## config.mk

```make
export PLATFORM = sky130hd
export DESIGN_NAME = display_scan_ctrl
export DESIGN_NICKNAME = d
export VERILOG_FILES = /design/src/rtl/disp_pkg.sv /design/src/rtl/hex_to_7seg.sv /design/src/rtl/display_scan_ctrl.sv
export SDC_FILE = /design/constraint.sdc
export NUM_CORES = 1
export LEC_CHECK = 0
export BUFFER_PORTS_ARGS = -buffer_cell sky130_fd_sc_hd__buf_2
export CAP_MARGIN = 10
export CELL_PAD_IN_SITES_DETAIL_PLACEMENT = 0
export CELL_PAD_IN_SITES_GLOBAL_PLACEMENT = 2
export CORE_MARGIN = 1.5
export CORE_UTILIZATION = 30
export DETAILED_ROUTE_END_ITERATION = 10
export PLACE_DENSITY = 0.67
export SYNTH_ARGS = -nofsm -noshare
export SYNTH_HDL_FRONTEND = slang
export SYNTH_SLANG_ARGS = --single-unit
```

## constraint.sdc

```tcl
create_clock -name i_clk -period 4.5 [get_ports i_clk]
set_input_delay 0.45 -clock i_clk [delete_from_list [all_inputs] [get_ports i_clk]]
set_output_delay 0.45 -clock i_clk [all_outputs]
set_load 0.05 [all_outputs]
```

## src/rtl/disp_pkg.sv

```systemverilog
// rtl/disp_pkg.sv - shared seven-segment constants and width helper
package disp_pkg;

   localparam int SEG_A = 0;
   localparam int SEG_B = 1;
   localparam int SEG_C = 2;
   localparam int SEG_D = 3;
   localparam int SEG_E = 4;
   localparam int SEG_F = 5;
   localparam int SEG_G = 6;

   // Lit-high patterns, bit SEG_A in the LSB
   localparam logic [6:0] SEG_LUT [16] = '{
      7'h3F, 7'h06, 7'h5B, 7'h4F, 7'h66, 7'h6D, 7'h7D, 7'h07,
      7'h7F, 7'h6F, 7'h77, 7'h7C, 7'h39, 7'h5E, 7'h79, 7'h71
   };

   function automatic int idx_width(input int digits);
      return (digits < 2) ? 1 : $clog2(digits);
   endfunction

endpackage

```

## src/rtl/hex_to_7seg.sv

```systemverilog
// rtl/hex_to_7seg.sv - combinational hex nibble to lit-high segment pattern
module hex_to_7seg
   import disp_pkg::*;
(
   input  logic [3:0] i_nibble,
   output logic [6:0] o_seg
);

   assign o_seg = SEG_LUT[i_nibble];

endmodule

```

## src/rtl/display_scan_ctrl.sv

```systemverilog
// rtl/display_scan_ctrl.sv - N-digit multiplexed seven-segment scan controller
module display_scan_ctrl
   import disp_pkg::*;
#(
   parameter int DIGITS           = 8,
   parameter int REFRESH_DIV      = 100000,
   parameter int GUARD_CYCLES     = 4,
   parameter int ANODE_ACTIVE_LOW = 1,
   parameter int SEG_ACTIVE_LOW   = 1,
   localparam int IDXW            = idx_width(DIGITS)
)(
   input  logic                  i_clk,
   input  logic                  i_reset,
   input  logic [4*DIGITS-1:0]   i_data_in,
   input  logic [DIGITS-1:0]     i_dp_in,
   input  logic [DIGITS-1:0]     i_digit_en,
   input  logic                  i_blank_lz,
   input  logic                  i_load,
   output logic [DIGITS-1:0]     o_anode,
   output logic [6:0]            o_seg,
   output logic                  o_dp,
   output logic [IDXW-1:0]       o_digit_idx,
   output logic                  o_frame_done
);

   localparam int PW = $clog2(REFRESH_DIV);
   localparam logic [DIGITS-1:0] ANODE_OFF = (ANODE_ACTIVE_LOW != 0) ? '1 : '0;
   localparam logic [6:0]        SEG_OFF   = (SEG_ACTIVE_LOW != 0) ? 7'h7F : 7'h00;
   localparam logic              DP_OFF    = (SEG_ACTIVE_LOW != 0);

   logic [PW-1:0]       r_presc;
   logic [IDXW-1:0]     r_idx;
   logic [4*DIGITS-1:0] r_pend;
   logic [DIGITS-1:0]   r_pend_dp;
   logic                r_pend_vld;
   logic [4*DIGITS-1:0] r_act;
   logic [DIGITS-1:0]   r_act_dp;
   logic [DIGITS-1:0]   r_anode;
   logic [6:0]          r_seg;
   logic                r_dp;
   logic                r_frame_done;

   logic                w_tick;
   logic                w_wrap;
   logic [3:0]          w_nibble;
   logic [6:0]          w_lit_seg;
   logic                w_upper_zero;
   logic                w_visible;
   logic [DIGITS-1:0]   w_onehot;
   logic [DIGITS-1:0]   w_anode_lit;

   hex_to_7seg u_dec (
      .i_nibble (w_nibble),
      .o_seg    (w_lit_seg)
   );

   assign w_tick = (r_presc == PW'(REFRESH_DIV - 1));
   assign w_wrap = w_tick && (r_idx == IDXW'(DIGITS - 1));

   always_comb begin
      w_nibble     = r_act[r_idx*4 +: 4];
      w_upper_zero = 1'b1;
      // Leading zero: this digit and every more-significant nibble are zero
      for (int j = 0; j < DIGITS; j++) begin
         if (j >= int'(r_idx) && r_act[4*j +: 4] != 4'h0) begin
            w_upper_zero = 1'b0;
         end
      end
      w_visible        = i_digit_en[r_idx] && !(i_blank_lz && (r_idx != '0) && w_upper_zero);
      w_onehot         = '0;
      w_onehot[r_idx]  = 1'b1;
      w_anode_lit      = (w_visible && (r_presc >= PW'(GUARD_CYCLES))) ? w_onehot : '0;
   end

   always_ff @(posedge i_clk or posedge i_reset) begin
      if (i_reset) begin
         r_presc      <= '0;
         r_idx        <= '0;
         r_pend       <= '0;
         r_pend_dp    <= '0;
         r_pend_vld   <= 1'b0;
         r_act        <= '0;
         r_act_dp     <= '0;
         r_anode      <= ANODE_OFF;
         r_seg        <= SEG_OFF;
         r_dp         <= DP_OFF;
         r_frame_done <= 1'b0;
      end else begin
         r_presc      <= w_tick ? '0 : r_presc + 1'b1;
         r_frame_done <= w_wrap;
         if (w_tick) begin
            r_idx <= (r_idx == IDXW'(DIGITS - 1)) ? '0 : r_idx + 1'b1;
         end
         // Frame buffer swaps only at the wrap so a frame is never torn
         if (w_wrap) begin
            r_pend_vld <= 1'b0;
            if (i_load) begin
               r_act    <= i_data_in;
               r_act_dp <= i_dp_in;
            end else if (r_pend_vld) begin
               r_act    <= r_pend;
               r_act_dp <= r_pend_dp;
            end
         end else if (i_load) begin
            r_pend     <= i_data_in;
            r_pend_dp  <= i_dp_in;
            r_pend_vld <= 1'b1;
         end
         r_anode <= (ANODE_ACTIVE_LOW != 0) ? ~w_anode_lit : w_anode_lit;
         r_seg   <= (SEG_ACTIVE_LOW != 0) ? ~w_lit_seg : w_lit_seg;
         r_dp    <= (SEG_ACTIVE_LOW != 0) ? ~r_act_dp[r_idx] : r_act_dp[r_idx];
      end
   end

   assign o_anode      = r_anode;
   assign o_seg        = r_seg;
   assign o_dp         = r_dp;
   assign o_digit_idx  = r_idx;
   assign o_frame_done = r_frame_done;

endmodule

```

# After elaboration in Yosys (flattened, before gate mapping)

Memory sizes are Yosys's and may differ from the RTL's.
Cells that the tools add are included.

Output and inout bits: 20
Logic and storage cells: 85
Memories: 1
Bits in read-only memories: 112
Register bits after elaboration: 118

Shift operators: 1
Reduce and logical (&&, ||, !) cells: 27
Mux-type cells: 25
Bitwise logic cells: 5
Order comparisons: 11
Equality and inequality tests: 2
Add/subtract/negate cells: 2

Memory list:

| name            | words | width | rd ports | clocked after memory_dff | write ports | RTL line         | source |
|---|---|---|---|---|---|---|---|
| (no name shown) | 16    | 7     | 1        | 0                        | 0           | hex_to_7seg.sv:9 | `assign o_seg = SEG_LUT[i_nibble];` |

Operators by type and width:

| kind                                                                                  | number |
|---|---|
| 32-bit 2-to-1 mux                                                                     | 2 |
| 4-bit nonzero test                                                                    | 8 |
| 32-bit by 6-bit variable part select with 4-bit output                                | 1 |
| 8-bit 2-to-1 mux                                                                      | 3 |
| 17-bit by 1-bit adder with 17-bit output (second input constant)                      | 1 |
| 17-bit equality test (second input constant)                                          | 1 |
| 17-bit by 3-bit greater-or-equal comparator with 1-bit output (second input constant) | 1 |
| 17-bit 2-to-1 mux                                                                     | 1 |
| 7-bit 2-to-1 mux                                                                      | 2 |
| 1-bit logical AND                                                                     | 13 |
| 1-bit 2-to-1 mux                                                                      | 13 |
| 3-bit greater-or-equal comparator (first input constant)                              | 3 |
| 8-bit inverter                                                                        | 1 |
| 7-bit inverter                                                                        | 1 |
| 1-bit binary-select mux with 3-bit select                                             | 2 |
| 1-bit by 3-bit greater-or-equal comparator with 1-bit output (first input constant)   | 2 |
| 2-bit by 3-bit greater-or-equal comparator with 1-bit output (first input constant)   | 2 |
| 5-bit greater-or-equal comparator (second input constant)                             | 1 |
| 4-bit inverter with 5-bit output                                                      | 1 |
| 3-bit by 4-bit < comparator with 1-bit output (second input constant)                 | 1 |
| 2-bit AND reduction                                                                   | 2 |
| 2-bit nonzero test                                                                    | 2 |
| 3-bit by 1-bit adder with 3-bit output (second input constant)                        | 1 |
| 1-bit demux with 3-bit select                                                         | 1 |
| 6 further kinds                                                                       | 7 |

# Logic depth before layout (Yosys ltp)

Gate-level depths: netlist (run 1).

Depth in word-level cells: 16
Gate-level depth with buffers: 10
Gate-level depth less buffers: 8

# Modules after synthesis

From an unflattened synthesis (run 1), not the netlist that was laid out.

Cell total of the unflattened synthesis: 539
Area total of the unflattened synthesis: 6017.0 µm²

By module, submodules not included:

| module            | cells each | times used | seq. area each (µm²) | area each (µm²) |
|---|---|---|---|---|
| display_scan_ctrl | 506        | 1          | 2972.9               | 5726.7 |
| hex_to_7seg       | 33         | 1          | 0.0                  | 290.3 |

# Worst setup path before layout (run 1)

OpenSTA, ideal clock, no wires.

Path type: register to register
From: reg r_idx[0], in the netlist o_digit_idx[0]
To: reg r_seg[0], in the netlist o_seg[0]
Arrival time: 2.693 ns
Stages on the path, launching flop included: 8
Path buffers: 1
Data required time: 4.420 ns
Setup time: 0.080 ns
Slack: 1.726 ns
Period minus slack after synthesis: 2.774 ns
Cell sequence: dfrtp_1 buf_2 mux4_2 mux2i_1 inv_1 ha_1 or3_1 o221a_2

Longest elaborated chain between the ends: 6

RTL lines:

| what                                                   | RTL line                 | source |
|---|---|---|
| start, declared                                        | display_scan_ctrl.sv:32  | `logic [IDXW-1:0] r_idx;` |
| start signal, assigned                                 | display_scan_ctrl.sv:92  | `r_idx <= (r_idx == IDXW'(DIGITS - 1)) ? '0 : r_idx + 1'b1;` |
| 32-bit by 6-bit variable part select with 4-bit output | display_scan_ctrl.sv:61  | `w_nibble = r_act[r_idx*4 +: 4];` |
| 4-bit inverter with 5-bit output (not written as such) | hex_to_7seg.sv:9         |  |
| memory 16 x 7 bit                                      | n/a                      |  |
| 7-bit 2-to-1 mux (not written as such) (2 in a row)    | hex_to_7seg.sv:9         |  |
| 7-bit inverter                                         | display_scan_ctrl.sv:110 | `r_seg <= (SEG_ACTIVE_LOW != 0) ? ~w_lit_seg : w_lit_seg;` |
| end signal, assigned                                   | display_scan_ctrl.sv:110 |  |
| end, declared                                          | display_scan_ctrl.sv:39  | `logic [6:0] r_seg;` |

No other way between the ends. The select of a mux whose other input is x is not followed.
A chain may end at the register's enable or synchronous reset.

# Worst setup path after layout (run 1)

From: reg r_idx[2], in the netlist o_digit_idx[2]
To: reg r_seg[0], in the netlist o_seg[0]

The elaborated chain is that of the path after synthesis.

==> results of run 1 <==
## cell families after synthesis
logic type,count (synthesis)
DFF,118
muxes,100
buffers and inverters,43
AOI/OAI and AO/OA,74
adders and majority gates,12
and+or+nand+nor,138
xor gates and xnor gates,15
## final cells by class
cell class                 count  area [um^2]  area share (%)
sequential                   118         2970            43.7
multi-input combinational    339         2490            36.7
clock buffer                  23          498            7.32
timing repair buffer          75          385            5.67
tap                          234          293            4.31
clock inverter                 8         96.3            1.42
inverter                      15         58.8           0.865
## worst max-delay path: stages (launching register included)
cell	delay (ps)
dfrtp_1	1050
mux4_2	420
mux2i_1	540
inv_1	140
ha_1	270
or3_1	380
o221a_2	130
## power by group through the flow
stage / combinational [mW] / sequential, mW / clock [mW]
6_report: 0.244 / 1.18 / 1.35
3_5_place_dp: 0.248 / 1.20 / 0
3_3_place_gp: 0.243 / 1.19 / 0
2_1_floorplan: 0.149 / 1.21 / 0
4_1_cts: 0.250 / 1.18 / 1.38
5_1_grt: 0.272 / 1.18 / 1.44
## through the flow
step                      area (um^2)  hold WS [ps]  utilization, %
after floorplan                  5730           459               -
after global placement           6200           472            33.2
after detailed placement         6200           480            33.2
after CTS                        6800           209            36.3
after global routing             6800           240            36.3
final                            6800           191            36.3
## registers in the layout, indices dropped and copies added (netlist names)
name and count:
o_dp 1, o_digit_idx 3, r_pend 32, o_seg 7
r_pend_dp 8, o_frame_done 1, o_anode 8, r_presc 17
r_act 32, r_pend_vld 1, r_act_dp 8
## how the worst max path moves through the flow
| stage | endpoint | slack, ps | startpoint |
|---|---|---|---|
| 3_3_place_gp | o_seg[0]$_DFF_PP1_ | 1660 | o_digit_idx[0]$_DFFE_PP0N_ |
| 6_report | o_seg[0]$_DFF_PP1_ | 1510 | o_digit_idx[2]$_DFFE_PP0N_ |
| 2_1_floorplan | o_digit_idx[0]$_DFFE_PP0N_ | 950 | i_reset |
| 5_1_grt | o_seg[4]$_DFF_PP1_ | 1260 | o_digit_idx[2]$_DFFE_PP0N_ |
| 3_5_place_dp | o_seg[0]$_DFF_PP1_ | 1500 | o_digit_idx[2]$_DFFE_PP0N_ |
| 4_1_cts | o_seg[0]$_DFF_PP1_ | 1510 | o_digit_idx[0]$_DFFE_PP0N_ |
## cell usage in the layout, fill, tap and decap left out, drive strengths merged, types with 7 or more instances in the layout
cell type / n
nand2: 21
a21oi: 43
dfstp: 16
xnor2: 9
mux2i: 57
clkbuf: 23
inv: 15
nand3: 10
nor2: 61
o21ai: 7
dfrtp: 102
ha: 12
buf: 75
mux2: 41
nor4: 15
## metal layers
metal	wire (um)	part of all wire, %
met1	6610	50
met2	5980	45
met3	557	4.2
met4	164	1.2
met5	0	0
==> summary.txt, run 1 <==
Clocking
  • Htree depth: 4
  • Postcts setup bufs: 0
  • Worst-skew pair later-pin latency: 420 ps
  • CTS max path bufs: 2
  • Num Clock Sinks: 118
  • Reg clk slew, reported paths: 50 ps
  • CTS tree: built
  • Cts hold-fix bufs: 0
  • Root Buffer: clkbuf_16
  • PostCTS Resize Cnt: 0
  • TritonCTS Buffers: 17

Layout
  • Syn-to-layout area delta: 18.7%
  • Share of post-route cells with drive strength above 1: 22.8%
  • # nets final: 630
  • Ant diodes: 0
  • Fill count: 1864
  • Non-filler cells in the finished layout: 812

Logic synthesis
  • Top FF cell, synth: dfrtp_1
  • Synth area leaders: dfrtp_1 (45%), mux2i_1 (10%), mux2_1 (7.9%), dfstp_2 (7.3%), nor2_1 (4.0%)
  • Avg Cell Area, Syn: 11.5 um^2
  • Post-synthesis mux area share: 18.8%
  • Asr flop ratio synth: 100%
  • Complex-gate fraction of the synthesized area: 7.82%
  • Post-synth top cells: dfrtp_1 (102), nor2_1 (61), mux2i_1 (57)
  • FF+latch count, synth: 118
  • Cell Area, Synth: 5730 um^2
  • Adder-cell share of the synthesized area: 2.62%
  • Post-Synthesis Cells: 500
  • Largest area contributor in the netlist: dfrtp_1
  • Post-Syn Nets: 564
  • Unique masters post-synth: 54
  • Synth top area share: 44.6%
  • Synth Area in Simple Gates: 12.0%
  • Synth Area in XOR/XNOR: 2.29%
  • Ys Warns: 0
  • Number of synthesized flops with an enable pin: 0
  • Largest family of logic cells by synthesized area: multiplexers
  • Register area share after synthesis: 51.9%
  • Top-count cell post-synth: dfrtp_1

Power
  • Sw frac: 23.5%
  • Clock share of power: 48.7%
  • P_leak: 3.04 nW
  • Pint: 2.12 mW
  • VDD IR-drop max: 241 uV
  • Gate power share: 8.8%
  • Pwr dens: 407 nW/um^2
  • Sequential share of power: 42.5%
  • Pwr Total: 2.77 mW
  • NetSw: 651 uW

Status
  • Outcome: completed

Detailed routing
  • Vias: 3950
  • Total Wirelength: 13300 um
  • DRC: 0
  • Drt first pass iters: 4
  • 1st-iter DRT viols: 214
  • Detail Route Antenna Nets: 0
  • Detail-routed via count per cell: 4.86
  • Routed length per instance: 16.4 um

Global routing
  • GRT Total Usage: 14.3%
  • Initial antenna violation count: 0
  • Global-route wire length before repair: 21700 um
  • Met2 Use GR: 21.3%
  • Vias in the first global route: 3983
  • Total grt overflow: 0
  • Layer carrying the most global-route usage: met2
  • Largest net degree at the start of global routing: 81
  • Met3 track demand over resource: 4.04%
  • Met1 usage: 19.8%

Worst setup path
  • Crit-path max FO: 29
  • Crit path launch type: register
  • Worst r2r dst: o_seg[0]$_DFF_PP1_
  • CP Capture Type: register
  • Worst r2r path cells: 6
  • Reg-to-reg slack, setup: 1510 ps
  • Setup CP Type: reg2reg
  • Arrival time at the worst endpoint: 3330 ps
  • Worst Path Required: 4830 ps
  • R2r startpoint: o_digit_idx[2]$_DFFE_PP0N_

STA
  • Clk_skew: 13.3 ps
  • Final Hold Viols: 0
  • Setup ws final: 1510 ps
  • TNS Setup: 0 ps
  • Final Max Slew Viols: 0
  • Max Fclk: 0.334 GHz
  • Slew headroom: 24.2%
  • RSZ-0062 raised after global routing: false
  • Crit share post-route: 66.5%
  • Minimum clock period: 2990 ps
  • Worst-margin pin slew: 1130 ps
  • Setup violations, final: 0

Floorplan
  • Die X: 141 um
  • IO Pins: 72
  • Starting Density: 30.6%
  • Die Area: 19900 um^2
  • Die H: 141 um
  • Core Area: 18700 um^2
  • Rows: 50

Placement
  • Port-buffer cells: 71
  • Final GP Congestion: 0.832
  • Detailed Place HPWL: 9460 um
  • DP Worst Slack: 1500 ps
  • Dpl cells: 781

Min path
  • Hold Path Class: in2async

Job
  • Max Cap Violations: 0
(Power assumes the default switching activity.)
==> run 2: changes to the inputs <==
Settings changed: PLACE_DENSITY 0.67 to 0.7.
Clock period 4.5 ns to 2.4 ns, I/O delays scaled along.
==> run 2 against run 1 <==
First-iteration DRC count grew 6.1%; hold slack lost 140 ps; sequential power grew 87%; critical path depth grew 3; via count grew 2.5%; non-clock buffer count grew 17; clock power grew 96%; design area grew 3.2%; cell count grew 2.2%; sequential cell count is the same; critical path type unchanged; highest routed layer unchanged.
==> summary.txt, run 2 (synthesis results as in run 1) <==
Status
  • Outcome: completed

Worst setup path
  • CP most frequent cell: o221a_2
  • Crit path launch type: register
  • Arrival time at the worst endpoint: 2620 ps (-710 ps)
  • CP Capture Type: register
  • Setup CP Type: reg2reg
  • Reg-to-reg slack, setup: 140 ps (-1370 ps)
  • Worst Path Required: 2750 ps (-2080 ps)
  • Cell chain of the critical path: buf_4 -> nand3b_1 -> o21ai_0 -> nand2_1 -> o221a_2 -> inv_1 -> ha_1 -> or3_1 -> o221a_2
  • Worst r2r dst: o_seg[0]$_DFF_PP1_
  • Crit-path slowest cell: dfrtp_4
  • Crit-path max FO: 17 (-41%)
  • Worst r2r path cells: 9 (+3)
  • R2r startpoint: o_digit_idx[0]$_DFFE_PP0N_
  • Crit path largest cell delay: 550 ps (-500 ps)

Floorplan
  • IO Pins: 72 (unchanged)
  • Core Area: 18700 um^2 (unchanged)
  • Rows: 50 (unchanged)
  • Die Area: 19900 um^2 (unchanged)
  • Die H: 141 um (unchanged)
  • Starting Density: 30.6% (unchanged)
  • Die X: 141 um (unchanged)

STA
  • TNS Setup: 0 ps (unchanged)
  • Minimum clock period: 2260 ps (-731 ps)
  • Slew headroom: 52.6% (+28 points)
  • RSZ-0062 raised after global routing: false
  • Clk_skew: 13.8 ps (+0.514 ps)
  • Final Hold Viols: 0 (unchanged)
  • Setup violations, final: 0 (unchanged)
  • Max Fclk: 0.442 GHz (+32%)
  • Crit share post-route: 94.3% (+28 points)
  • Worst-margin pin slew: 711 ps (-421 ps)
  • Final Max Slew Viols: 0 (unchanged)

Layout
  • # nets final: 647 (+2.7%)
  • Fill count: 1837 (-1.4%)
  • Syn-to-layout area delta: 22.5%
  • Multi-input logic area: 2510 um^2 (+0.50%)
  • Share of post-route cells with drive strength above 1: 25.3% (+2.5 points)
  • Commonest non-fill, non-tap cell in the layout: dfrtp_1
  • Commonest cells after routing, fill and taps aside: dfrtp_1 (99), buf_2 (71), nor2_1 (61)
  • Largest registers: r_act x32, r_pend x32, r_presc x17
  • Non-Filler Cell Area, Final: 7020 um^2 (+3.2%)
  • Reg area: 2980 um^2 (+0.21%)
  • Ant diodes: 0 (unchanged)

Global routing
  • Vias in the first global route: 4165 (+4.6%)
  • Initial antenna violation count: 0 (unchanged)
  • Total grt overflow: 0 (unchanged)
  • Global-route wire length before repair: 22000 um (+1.7%)
  • GRT Total Usage: 14.3% (+0.020 points)
  • Largest net degree at the start of global routing: 81 (unchanged)

Clocking
  • TritonCTS Buffers: 17 (unchanged)
  • Root Buffer: clkbuf_16
  • CTS max path bufs: 2 (unchanged)
  • Worst-skew pair later-pin latency: 420 ps (about the same)
  • Htree depth: 4 (unchanged)
  • CTS tree: built
  • Postcts setup bufs: 0 (unchanged)
  • Num Clock Sinks: 118 (unchanged)
  • Reg clk slew, reported paths: 60 ps (about the same)

Min path
  • Hold path start: i_dp_in[6]
  • Hold endpoint: r_pend_dp[6]$_DFFE_PP0P_
  • Hold Path Class: in2reg
  • Hold Crit Depth: 2

Detailed routing
  • Total Wirelength: 13400 um (+0.35%)
  • Met1 Routed Length: 6310 um (-4.5%)
  • Vias: 4047 (+2.5%)
  • DR top layer: met4
  • Met2 wire len: 6300 um (+5.3%)
  • Routed length per instance: 16.1 um (-1.8%)
  • DR WL met3: 595 um (+6.8%)
  • Detail-routed via count per cell: 4.88 (+0.23%)
  • 1st-iter DRT viols: 227 (+6.1%)
  • DRC: 0 (unchanged)
  • Drt first pass iters: 4 (unchanged)
  • Detail Route Antenna Nets: 0 (unchanged)

Placement
  • Detailed Place HPWL: 9440 um (-0.16%)
  • Port-buffer cells: 71 (unchanged)
  • Placed cell area: 6390 um^2 (+3.0%)
  • Final GP Congestion: 0.828 (-0.50%)

Job
  • Max Cap Violations: 0 (unchanged)

Power
  • P_leak: 3.14 nW (+3.0%)
  • Pwr dens: 758 nW/um^2 (+86%)
  • VDD IR-drop max: 492 uV (+100%)
-- run 2: changes by cell type in the layout (fill, tap and decap cells not counted), sizes merged --
cell         previous run  this run
buf                    75        91
bufinv                  2         4
clkinvlp                1         3
inv                    15        13
clkbuf                 23        22
dlygate4sd3             0         1
-- run 2: worst max-delay path: cells and delay by family (launching register included) --
family                   cells  cell delay [ps]
adder cells (fa/ha/maj)      1              240
AO/OA/AOI/OAI                3              510
buffers and inverters        2              310
flip-flops                   1              550
AND/OR/NAND/NOR              3              590
-- run 2: worst max path at each step --
stage | start | end | slack [ps]
after floorplan | o_digit_idx[1]$_DFFE_PP0N_ | o_seg[0]$_DFF_PP1_ | 2
after global placement | o_digit_idx[0]$_DFFE_PP0N_ | o_seg[0]$_DFF_PP1_ | 160
after detailed placement | o_digit_idx[0]$_DFFE_PP0N_ | r_pend[9]$_DFFE_PP0P_ | 110
after CTS | o_digit_idx[0]$_DFFE_PP0N_ | r_pend[19]$_DFFE_PP0P_ | 90
after global routing | o_digit_idx[0]$_DFFE_PP0N_ | r_pend[18]$_DFFE_PP0P_ | 2
final | o_digit_idx[0]$_DFFE_PP0N_ | o_seg[0]$_DFF_PP1_ | 140
-- run 2: per-layer routing --
layer  GRT usage, %  up-vias
met5              0        -
met4           4.28        0
met3           3.77       15
met2           23.1      100
met1           18.8     1982
li1               -     1950
-- run 2: per-stage QoR --
step | power, mW | worst slack [ps] | util, % | hold WS (ps) | std cells
final | 5.32 | 137 | 37.5 | 53.0 | 830
after detailed placement | 2.72 | 107 | 34.2 | 383 | 797
after global placement | 2.71 | 160 | 34.2 | 388 | 797
after floorplan | 2.55 | 1.84 | - | 372 | 500
after CTS | 5.40 | 94.0 | 37.5 | 32.2 | 830
after global routing | 5.54 | 1.50 | 37.5 | 50.4 | 830
-- run 2: final cells by class --
| class | count | area share, % |
|---|---|---|
| sequential | 118 | 42.5 |
| clock inverter | 10 | 2.18 |
| timing repair buffer | 92 | 8.06 |
| inverter | 15 | 0.910 |
| multi-input combinational | 339 | 35.7 |
| tap | 234 | 4.17 |
| clock buffer | 22 | 6.47 |
-- run 2: timing repair --
action                                  in CTS  in global routing
endpoints found under the hold margin      102                  0
hold buffers                                 1                  0
endpoints found under the setup margin       0                 42
resized for setup                            0                  3
-- run 2: power breakdown --
group | leakage (nW) | switching [mW] | internal (mW) | total [mW]
registers | 1.42 | 0.0773 | 2.13 | 2.21
clock network | 0.298 | 0.886 | 1.75 | 2.64
logic | 1.42 | 0.269 | 0.202 | 0.472
total | 3.14 | 1.23 | 4.09 | 5.32
==> run 3: changes to the inputs <==
Settings changed: SETUP_SLACK_MARGIN from default to 0.5.
==> run 3 against run 2 <==
Register-to-register slack gained 150 ps; utilization grew 8.9 points; power grew 3.7%; clock power shrank 2%; clock skew shrank 6.7 ps; fmax grew 7.0%; setup slack gained 150 ps; critical path type unchanged; largest cell class is now multi-input combinational cells; largest power group unchanged.
==> summary.txt, run 3 (synthesis results as in run 1) <==
Status
  • Outcome: completed

Detailed routing
  • Drt first pass iters: 4 (unchanged)
  • Detail Route Antenna Nets: 0 (unchanged)
  • Vias: 4533 (+12%)
  • Routed length per instance: 19.9 um (+24%)
  • Total Wirelength: 17800 um (+34%)
  • DRC: 0 (unchanged)
  • Detail-routed via count per cell: 5.05 (+3.6%)
  • 1st-iter DRT viols: 215 (-5.3%)

Min path
  • Hold Path Class: in2reg
  • Hold Crit Depth: 2 (unchanged)

Layout
  • Commonest non-fill, non-tap cell in the layout: dfrtp_1
  • Commonest cells after routing, fill and taps aside: dfrtp_1 (99), buf_2 (71), mux2i_1 (55)
  • Non-Filler Cell Area, Final: 8690 um^2 (+24%)
  • Share of post-route cells with drive strength above 1: 50.2% (+25 points)
  • Largest registers: r_act x32, r_pend x32, r_presc x17
  • Fill count: 1671 (-9.0%)
  • # nets final: 714 (+10%)
  • Fin util: 46.4% (+8.9 points)
  • Syn-to-layout area delta: 51.7%
  • Non-filler cells in the finished layout: 897 (+8.1%)
  • Ant diodes: 0 (unchanged)

STA
  • Slew headroom: 53.4% (+0.75 points)
  • Max Fclk: 0.473 GHz (+7.0%)
  • Setup violations, final: 0 (unchanged)
  • Final Hold Viols: 0 (unchanged)
  • Final Max Slew Viols: 0 (unchanged)
  • Clk_skew: 7.12 ps (-6.68 ps)
  • Minimum clock period: 2110 ps (-148 ps)
  • RSZ-0062 raised after global routing: true
  • Worst-margin pin slew: 699 ps (-11.3 ps)
  • TNS Setup: 0 ps (unchanged)
  • Crit share post-route: 88.1% (-6.2 points)

Floorplan
  • Starting Density: 30.6% (unchanged)
  • Die H: 141 um (unchanged)
  • Rows: 50 (unchanged)
  • Core Area: 18700 um^2 (unchanged)
  • Die X: 141 um (unchanged)
  • IO Pins: 72 (unchanged)
  • Die Area: 19900 um^2 (unchanged)

Placement
  • Detailed Place HPWL: 9510 um (+0.68%)
  • Dpl cells: 792 (-0.63%)
  • Port-buffer cells: 71 (unchanged)
  • Placed cell area: 6440 um^2 (+0.82%)
  • Final GP Congestion: 0.852 (+3.0%)

Clocking
  • TritonCTS Buffers: 17 (unchanged)
  • Worst-skew pair later-pin latency: 420 ps (about the same)
  • CTS max path bufs: 2 (unchanged)
  • Htree depth: 4 (unchanged)
  • CTS tree: built
  • Num Clock Sinks: 118 (unchanged)
  • Root Buffer: clkbuf_16
  • Reg clk slew, reported paths: 60 ps (about the same)

Worst setup path
  • Worst Path Required: 2750 ps (about the same)
  • Crit-path max FO: 7 (-10)
  • Setup CP Type: reg2reg
  • Crit path launch type: register
  • Arrival time at the worst endpoint: 2470 ps (-150 ps)
  • CP Capture Type: register
  • Worst r2r path cells: 6 (-3)

Global routing
  • Vias in the first global route: 4870 (+17%)
  • Largest net degree at the start of global routing: 49 (-40%)
  • GRT Total Usage: 18.5% (+4.2 points)
  • Total grt overflow: 0 (unchanged)
  • Initial antenna violation count: 0 (unchanged)
  • Global-route wire length before repair: 27600 um (+25%)

Power
  • P_leak: 3.86 nW (+23%)
  • Pwr dens: 635 nW/um^2 (-16%)
  • VDD IR-drop max: 476 uV (-3.2%)

Job
  • Max Cap Violations: 0 (unchanged)
## run 3: final cells by class
cell class	instances	area (um^2)	area share, %
Multi-Input combinational cell	339	3090	35.6
Sequential cell	118	2980	34.3
Timing Repair Buffer	159	1670	19.2
Clock buffer	23	468	5.39
Tap cell	234	293	3.37
Clock inverter	9	125	1.44
Inverter	15	66.3	0.763
## run 3: report_power, final
group,switching [mW],internal [mW]
clock network,0.912,1.68
logic,0.356,0.349
registers,0.0883,2.13
total,1.36,4.16
## run 3: metal layers
metal / wire length [um] / vias up / part of all wire (%) / track usage, %
met5: 0 / - / 0 / 0
met4: 482 / 0 / 2.7 / 7.68
li1: - / 2088 / - / -
met1: 7830 / 2280 / 44 / 24.2
met2: 8740 / 134 / 49 / 29.7
met3: 795 / 31 / 4.5 / 4.01
## run 3: final timing paths
check                           slack, ps                       end                  startpoint
worst max-delay path                  290        o_seg[0]$_DFF_PP1_  o_digit_idx[1]$_DFFE_PP0N_
worst min-delay path                   70  r_pend_dp[7]$_DFFE_PP0P_                  i_dp_in[7]
worst max register to register        290        o_seg[0]$_DFF_PP1_  o_digit_idx[1]$_DFFE_PP0N_
worst min register to register        500  r_pend_dp[3]$_DFFE_PP0P_    r_pend_dp[3]$_DFFE_PP0P_
max in group asynchronous            1260        o_seg[1]$_DFF_PP1_                     i_reset
min in group asynchronous             460    r_pend_vld$_DFFE_PP0P_                     i_reset
## run 3: repair_timing
item                                    4_1_cts  5_1_grt
endpoints found under the setup margin      104      104
hold endpoints to repair                     21        0
cloned                                       18        4
pin swaps                                     5       12
setup buffers                                38       12
hold buffers                                  1        0
resized for setup                           108       45
## run 3: per-stage QoR
step	power, mW	hold WS, ps	worst slack, ps
after floorplan	2.57	372	135
after global placement	2.72	336	219
after detailed placement	2.74	344	165
after CTS	5.49	29.0	304
after global routing	5.72	53.8	233
final	5.51	66.8	285
## run 3: critical path: stages, from the launching register on
cell     delay [ps]
dfrtp_2         470
buf_12          150
mux2_4          290
a221o_1         330
a22o_4          310
or3_1           370
o221a_2         120
